## src/rtl/midi_seq_trigger_mc.sv

```systemverilog
// Channel-filtered MIDI byte FIFO feeding a fixed-latency trigger sequencer.
// Define SEQ_TRIG_SYSEX_EN to build the sysex handshake path (syx_cmd synchroniser, send/ready pulses).
`timescale 1ns/1ps
module midi_seq_trigger_mc #(
    parameter int unsigned NUM_CH     = 16,
    parameter int unsigned FIFO_DEPTH = 4,
    parameter int unsigned TRIG_DLY   = 3
) (
    input  logic              reg_clk,
    input  logic              reset_reg_N,
    input  logic [3:0]        midi_ch,
    input  logic [NUM_CH-1:0] ch_enable,
    input  logic              byteready,
    input  logic [7:0]        midibyte_nr,
    input  logic [7:0]        midi_in_data,
    input  logic              is_st_sysex,
    input  logic              syx_cmd,
    input  logic              dec_sysex_data_patch_send,
    input  logic              auto_syx_cmd,
    output logic [3:0]        cur_midi_ch,
    output logic [7:0]        midi_bytes,
    output logic [7:0]        seq_databyte,
    output logic              is_data_byte,
    output logic              is_velocity,
    output logic              trig__note_stack,
    output logic              trig_seq_f,
    output logic              midi_send_byte,
    output logic              syx_data_ready,
    output logic              fifo_full,
    output logic              overflow,
    output logic              busy
);
    localparam int unsigned PTR_W = $clog2(FIFO_DEPTH);
    localparam int unsigned CNT_W = $clog2(TRIG_DLY);

    typedef enum logic [2:0] {IDLE, LOAD, DELAY, EMIT, GAP} state_t;

    typedef struct packed {
        logic [3:0] ch;
        logic [7:0] nr;
        logic [7:0] data;
        logic       sx;
    } entry_t;

    state_t           state_q, state_d;
    logic [CNT_W-1:0] dly_cnt;
    entry_t           mem [FIFO_DEPTH];
    entry_t           wr_entry, rd_entry;
    logic [PTR_W-1:0] wr_ptr, rd_ptr;
    logic [PTR_W:0]   count_q;
    logic             fifo_empty;
    logic             sysex_eff;
    logic [15:0]      ch_mask;
    logic             accept, push, pop;

    // Zero-extended mask makes channels >= NUM_CH read as disabled.
    assign ch_mask    = 16'(ch_enable);
    assign accept     = (byteready | midi_send_byte) & (ch_mask[midi_ch] | sysex_eff);
    assign fifo_full  = (count_q == (PTR_W+1)'(FIFO_DEPTH));
    assign fifo_empty = (count_q == '0);
    assign push       = accept & (~fifo_full | pop);
    assign wr_entry   = '{ch: midi_ch, nr: midibyte_nr, data: midi_in_data, sx: sysex_eff};
    assign rd_entry   = mem[rd_ptr];

    always_ff @(posedge reg_clk) begin
        if (push) mem[wr_ptr] <= wr_entry;
    end

    always_ff @(posedge reg_clk or negedge reset_reg_N) begin
        if (!reset_reg_N) begin
            wr_ptr   <= '0;
            rd_ptr   <= '0;
            count_q  <= '0;
            overflow <= 1'b0;
        end else begin
            if (push) wr_ptr <= wr_ptr + PTR_W'(1);
            if (pop)  rd_ptr <= rd_ptr + PTR_W'(1);
            if (push && !pop)      count_q <= count_q + 1'b1;
            else if (pop && !push) count_q <= count_q - 1'b1;
            if (accept && !push)   overflow <= 1'b1;
        end
    end

    always_comb begin
        state_d = state_q;
        pop     = 1'b0;
        case (state_q)
            IDLE: if (!fifo_empty) begin
                state_d = LOAD;
                pop     = 1'b1;
            end
            LOAD:  state_d = DELAY;
            DELAY: if (dly_cnt == '0) state_d = EMIT;
            EMIT:  state_d = GAP;
            GAP: begin
                if (!fifo_empty) begin
                    state_d = LOAD;
                    pop     = 1'b1;
                end else begin
                    state_d = IDLE;
                end
            end
            default: state_d = IDLE;
        endcase
    end

    always_ff @(posedge reg_clk or negedge reset_reg_N) begin
        if (!reset_reg_N) begin
            state_q <= IDLE;
            dly_cnt <= '0;
        end else begin
            state_q <= state_d;
            if (state_q == LOAD)                      dly_cnt <= CNT_W'(TRIG_DLY - 2);
            else if (state_q == DELAY && dly_cnt != '0) dly_cnt <= dly_cnt - 1'b1;
        end
    end

    always_ff @(posedge reg_clk or negedge reset_reg_N) begin
        if (!reset_reg_N) begin
            cur_midi_ch  <= '0;
            midi_bytes   <= '0;
            seq_databyte <= '0;
            is_data_byte <= 1'b0;
            is_velocity  <= 1'b0;
        end else if (pop) begin
            cur_midi_ch  <= rd_entry.ch;
            midi_bytes   <= rd_entry.nr;
            seq_databyte <= rd_entry.data;
            is_data_byte <= rd_entry.nr[0];
            is_velocity  <= ~rd_entry.nr[0] & (rd_entry.nr != '0);
        end
    end

    assign trig__note_stack = (state_q == EMIT);
    assign trig_seq_f       = (state_q == GAP);
    assign busy             = (state_q != IDLE) | ~fifo_empty;

`ifdef SEQ_TRIG_SYSEX_EN
    logic syx_s1, syx_s2, syx_edge_q, send_q, last_dly;
    logic unused_sysex;

    assign sysex_eff    = is_st_sysex;
    assign last_dly     = (state_q == DELAY) & (dly_cnt == '0);
    assign unused_sysex = rd_entry.sx;

    always_ff @(posedge reg_clk or negedge reset_reg_N) begin
        if (!reset_reg_N) begin
            syx_s1     <= 1'b0;
            syx_s2     <= 1'b0;
            syx_edge_q <= 1'b0;
            send_q     <= 1'b0;
        end else begin
            syx_s1     <= syx_cmd;
            syx_s2     <= syx_s1;
            syx_edge_q <= syx_s1 & ~syx_s2;
            if (state_q == LOAD) send_q <= dec_sysex_data_patch_send;
        end
    end

    assign syx_data_ready = syx_edge_q | (last_dly & (dec_sysex_data_patch_send | auto_syx_cmd));
    assign midi_send_byte = (state_q == GAP) & send_q;
`else
    logic unused_sysex;

    assign sysex_eff      = 1'b0;
    assign syx_data_ready = 1'b0;
    assign midi_send_byte = 1'b0;
    assign unused_sysex   = &{1'b0, is_st_sysex, syx_cmd, dec_sysex_data_patch_send,
                              auto_syx_cmd, rd_entry.sx};
`endif

endmodule

```

## config.mk

```make
export PLATFORM = sky130hd
export DESIGN_NAME = midi_seq_trigger_mc
export DESIGN_NICKNAME = d
export VERILOG_FILES = /design/src/rtl/midi_seq_trigger_mc.sv
export SDC_FILE = /design/constraint.sdc
export NUM_CORES = 1
export LEC_CHECK = 0
export CAP_MARGIN = 20
export CORE_MARGIN = 2
export CORE_UTILIZATION = 48
export CTS_BUF_LIST = sky130_fd_sc_hd__clkbuf_4 sky130_fd_sc_hd__clkbuf_8 sky130_fd_sc_hd__clkbuf_16
export CTS_CLUSTER_SIZE = 28
export DETAILED_ROUTE_END_ITERATION = 10
export GPL_TIMING_DRIVEN = 0
export HOLD_SLACK_MARGIN = 0.08
export PLACE_DENSITY_LB_ADDON = 0.2
export SLEW_MARGIN = 10
export SYNTH_ARGS = -nofsm -noshare
export SYNTH_HDL_FRONTEND = slang
export SYNTH_SLANG_ARGS = --single-unit
```

## constraint.sdc

```tcl
create_clock -name reg_clk -period 2.25 [get_ports reg_clk]
set_input_delay 0.5625 -clock reg_clk [delete_from_list [all_inputs] [get_ports reg_clk]]
set_output_delay 0.5625 -clock reg_clk [all_outputs]
set_load 0.02 [all_outputs]
```

Yosys cells after proc, flatten, opt, wreduce, memory -nomap -nowiden. Memory sizes are Yosys's and may differ from the RTL's. Cells that the tools add are included.

Register bits: 35. Bits in latches: 0. Bits in writable memories: 80. ROM bits: 0. Input bits: 43. Output and inout bits: 29. Logic and storage cells: 63. Memories: 1.

Memories: mem (depth 4, width 20, read ports 1, clocked after Yosys merged registers in 0, wr ports 1, line 47) `entry_t mem [FIFO_DEPTH];`.

Add/subtract/negate cells: 5. Multiply operators: 0. Divide/modulo/power cells: 0. Order comparisons: 1. Equal/unequal tests: 7. Shift operators: 0. Mux-type cells: 14. Bitwise logic cells: 8. Reduce and logical (&&, ||, !) cells: 16.

Operators by type and width (count): $pmux W3 S5 (1); $mux W3 (4); $reduce_bool A8 Y1 (1); $eq A3 B2 Y1 const B (2); $eq A3 B3 Y1 const B (2); $logic_not A3 Y1 (2); $mux W1 (6); $reduce_bool A2 Y1 (3); $lt A4 B5 Y1 const B (1); $add A2 B1 Y2 const B (2); $bmux W1 S4 (1); $logic_and A1 B1 Y1 (4); $mux W2 (2); $ne A2 B2 Y1 const B (2); $add A3 B1 Y3 const B (1); $and A1 B1 Y1 (3); $eq A3 B1 Y1 const B (1); $not A1 Y1 (3); $reduce_bool A3 Y1 (1); $sub A3 B1 Y3 const B (1); $logic_not A1 Y1 (2); $logic_not A2 Y1 (1); $or A1 B1 Y1 (2); $reduce_and A2 Y1 (1); 2 further kinds (2).

Longest topological paths before layout.
Depth after elaboration: 9. Mapped depth: 11. Mapped depth without buffers: 10.

Worst setup path after synthesis. OpenSTA, ideal clock, no wires.

Kind: in2reg. Start point: input midi_ch[0]. End point: register count_q[2]. Library setup time: 79 ps. Arrival: 2505 ps. Data required time: 2171 ps. Slack: -334 ps. Stages: 11. Buffers on the path: 1. Cells stage by stage: buf_4 > mux2i_1 > a22oi_1 > nand4_1 > a21oi_1 > ha_1 > inv_1 > fa_1 > xor2_1 > nor2_1 > xor2_1.

Cells in the longest elaborated chain, start to end: 7. Elaborated cells between the ends (all ways): 9. Those cells by class: 3 x mux; 2 x bitwise; 4 x reduce/logical.

RTL lines: start, declared (line 11) `input logic [3:0] midi_ch,`; $bmux W1 S4 * (line 58) `assign accept = (byteready | midi_send_byte) & (ch_mask[midi_ch] | sysex_eff);`; $mux W1 (not written as such) * (line 58); $and A1 B1 Y1 * (line 58); $and A1 B1 Y1 * (line 61) `assign push = accept & (~fifo_full | pop);`; named net push (line 54) `logic accept, push, pop;`; $logic_not A1 Y1 (line 79) `else if (pop && !push) count_q <= count_q - 1'b1;`; $logic_and A1 B1 Y1 (line 79); $reduce_bool A2 Y1 (no source line); end signal, assigned (line 78) `if (push && !pop) count_q <= count_q + 1'b1;`; end signal, assigned (line 79); end, declared (line 50) `logic [PTR_W:0] count_q;`.

Mark *: on every way through the listed nets, which the timed path passes. The rest lies on a longest branch. The select of a mux whose other input is x is not followed. A chain may end at the register's enable or synchronous reset.

Worst setup path in the final report.
Start point: register count_q[0]. End point: output busy.

Cells in the longest elaborated chain, start to end: 3.

RTL lines: $logic_not A3 Y1 (line 60) `assign fifo_empty = (count_q == '0);`; $not A1 Y1 (line 136) `assign busy = (state_q != IDLE) | ~fifo_empty;`; $or A1 B1 Y1 (line 136); end, declared (line 31) `output logic busy`.

Every way passes these cells.

==> impl_results.rst <==
.. list-table::
   :header-rows: 1

   * - Metric
     - Value
   * - Synth Warn #
     - 0
   * - Setup TNS
     - -0.1844 ns
   * - Endpoint of the worst register-to-register path
     - count_q[2]$_DFFE_PN0P_
   * - CTS root buf
     - clkbuf_8
   * - Area growth, synth to finish
     - 35.94%
   * - Post-Place Setup Slack
     - -0.9764 ns
   * - Number of detailed-route iterations in the first pass
     - 4
   * - Startpoint type of the worst setup path
     - flop
   * - Final design area excluding fillers
     - 0.006205 mm2
   * - Final number of setup-violating endpoints
     - 1
   * - H-tree depth
     - 4
   * - Post-layout minimum cycle time
     - 2.434 ns
   * - Io pins
     - 72
   * - Leading cell type in the layout, fill and taps excluded
     - edfxtp_1
   * - Pin count of the biggest net entering global routing
     - 28
   * - Number of rows in the core area
     - 35
   * - Maximum ir drop on the vdd rail
     - 722.7 uV
   * - Count of nets left with antenna violations after detail routing
     - 0
   * - Post-route fraction of the period consumed by the critical path
     - 108.2%
   * - Fin Hold WS
     - 0.3399 ns
   * - Detailed-route wire length per cell
     - 17.71 um
   * - Max-Cap Viols
     - 0
   * - Clock latency reported for the late side of the worst-skew pair
     - 0.50 ns
   * - Max Slew Vio Count
     - 0
   * - First-pass GRT wire length
     - 13230 um
   * - Standby leakage power
     - 2.362 nW
   * - Post-Synthesis Cells
     - 246
   * - Worst relative slew slack
     - 49.44%
   * - Starting Density
     - 49.40%
   * - Failing checks
     - negative setup slack
   * - Final Hold Vio Count
     - 0
   * - Global placer's final weighted congestion
     - 0.7197
   * - GRT met1 Usage
     - 23.12%
   * - Count of distinct cell types in the synthesized netlist
     - 34
   * - Top_reg_cell synth
     - edfxtp_1
   * - Worst min path class
     - primary input to flop
   * - Unrepaired setup endpoints after global routing
     - true
   * - Worst-margin pin slew
     - 0.7584 ns
   * - Horizontal die dimension
     - 101.5 um
   * - Share of cells above drive strength 1
     - 32.21%
   * - Fraction of met2 tracks used by global routing
     - 28.59%
   * - Detailed placement HPWL
     - 5299 um
   * - Syn Area/Cell
     - 18.55 um2
   * - Initial antenna violation count
     - 0
   * - Core Region
     - 0.009240 mm2
   * - Data required time at the worst endpoint
     - 1.69 ns
   * - Via count of the first global-routing pass
     - 2573
   * - Result of the run
     - complete, but fails checks
   * - Setup Skew
     - 0.007417 ns
   * - Post-detailed-route via-to-cell ratio
     - 5.117
   * - CP Max Fanout
     - 4
   * - DR DRC count
     - 0
   * - Arrival time of the worst setup path
     - 1.87 ns
   * - Post-synthesis cell area
     - 0.004564 mm2
   * - Worst Hold Launch
     - midi_ch[0]
   * - Max Fclk
     - 410.8 MHz
   * - Number of buffers inserted during clock tree synthesis
     - 17
   * - Minimum setup slack in the final design
     - -0.1844 ns
   * - Gr ovfl total
     - 0
   * - Met3 GRT Util
     - 4.831%
   * - Aggregate routed wire length
     - 8609 um
   * - Input/output buffers
     - 65
   * - RR Startpoint
     - count_q[0]$_DFFE_PN0P_
   * - Critical path class
     - flop to output pin
   * - Setup slack of the worst register-to-register path
     - 0.03 ns
   * - Area after DPL
     - 0.005425 mm2
   * - Highest-count cells in the layout ignoring fill and taps
     - 80 x edfxtp_1, 53 x clkdlybuf4s50_1, 31 x dfrtp_1, 21 x mux2_2, 18 x mux4_2
   * - Post-synth EDFFs
     - 80
   * - Pwr Density
     - 1401 mW/mm2
   * - Setup crit end kind
     - output pin
   * - End of the worst hold path
     - mem[2][16]$_DFFE_PP_
   * - Vias after detailed routing
     - 2487
   * - Count of inserted antenna diode cells
     - 0
   * - Grt peak-use layer
     - met2
   * - Share of synthesized registers carrying an async set or reset
     - 29.82%
   * - Cells on worst reg2reg path
     - 10
   * - Overall die area
     - 0.01031 mm2
   * - Sink Count
     - 114
   * - GRT Util Overall
     - 17.89%
   * - Final nets
     - 394
   * - DRT iter0 DRCs
     - 159
   * - Flip-flop and latch count after synthesis
     - 114
   * - Die Ht
     - 101.5 um
   * - Buffer levels on the longest clock path
     - 2
   * - Clock-pin transition on the worst setup and hold timing paths
     - 0.06 ns
   * - Portion of the post-synthesis area used by sequential elements
     - 71.27%
   * - Clock tree from TritonCTS
     - built
   * - Worst hold path depth
     - 1
kinds of logic (layout without fill, tap and decap cells):
family | after synthesis | count (layout) | synth area share, %
compound gates | 12 | 12 | 1.782
xor+xnor | 7 | 7 | 1.343
fa+ha+maj | 7 | 7 | 2.083
buf+inv | 19 | 125 | 2.165
flops | 114 | 114 | 71.27
mux | 50 | 50 | 17.22
other cells | 1 | 2 | 0.08216
simple gates | 36 | 40 | 4.057
through the flow:
step	total power [W]	util (%)	std cells
final	0.008694	67.15	486
after global placement	0.005757	58.55	441
after global routing	0.009152	67.15	486
after CTS	0.008633	66.04	478
after floorplan	0.004844	-	247
after detailed placement	0.005835	58.71	442
cells in the mapped netlist, types with 5 or more instances:
library cell / number / share of area [%]
edfxtp_1: 80 / 53
dfrtp_1: 34 / 19
mux2_2: 22 / 5.4
mux4_2: 18 / 8.9
nor2_1: 12 / 0.99
inv_1: 8 / 0.66
mux2i_1: 8 / 1.8
and2_1: 7 / 0.96
ha_1: 6 / 1.6
nand2_1: 5 / 0.41
xnor2_1: 5 / 0.96
final cells by class:
| cell class | instances | area, um2 |
|---|---|---|
| Sequential cell | 114 | 3257 |
| Fill cell | 640 | 3035 |
| Multi-Input combinational cell | 118 | 1315 |
| Timing Repair Buffer | 75 | 739.5 |
| Clock buffer | 18 | 421.7 |
| Clock inverter | 14 | 187.7 |
| Tap cell | 129 | 161.4 |
| Buffer | 10 | 92.59 |
| Inverter | 8 | 30.03 |
how the worst max path moves through the flow:
stage,startpoint,end,slack (ns),depth (start not counted)
after floorplan,midi_ch[0],count_q[2]$_DFFE_PN0P_,-0.15,11
after detailed placement,midi_ch[0],count_q[2]$_DFFE_PN0P_,-0.98,12
after global placement,midi_ch[0],count_q[2]$_DFFE_PN0P_,-0.93,12
after CTS,count_q[0]$_DFFE_PN0P_,busy,-0.21,3
final,count_q[0]$_DFFE_PN0P_,busy,-0.18,3
after global routing,count_q[0]$_DFFE_PN0P_,busy,-0.23,3
power by group:
group | switching (W) | internal [W]
Combinational | 0.00136 | 0.00158
Sequential | 0.000276 | 0.00277
Clock | 0.000909 | 0.00180
Total | 0.00255 | 0.00615
critical path: stages, from the launching register on:
cell and delay, ns:
dfrtp_2 0.42, or3_4 0.37, or4_4 0.43, buf_6 0.15
registers in the layout (all words and copies together), names as in the netlist:
name,count
count_q,3
seq_databyte,8
state_q,3
dly_cnt,2
is_velocity,1
cur_midi_ch,4
overflow,1
rd_ptr,2
midi_bytes,8
mem,80
wr_ptr,2
what timing repair did:
item                                    4_1_cts  5_1_grt
endpoints found under the setup margin       86       85
resized for setup                            23       20
hold buffers                                  1        0
hold endpoints to repair                      7        0
pin swaps                                     2        9
setup buffers                                 4        4
cloned                                        0        4
metal layers:
| metal | vias up | wire length, um |
|---|---|---|
| met5 | - | 0 |
| met4 | 0 | 64 |
| met3 | 5 | 394 |
| met2 | 63 | 4423 |
| met1 | 1266 | 3726 |
| li1 | 1153 | - |
Note: power is estimated with default switching activity, not from simulation.
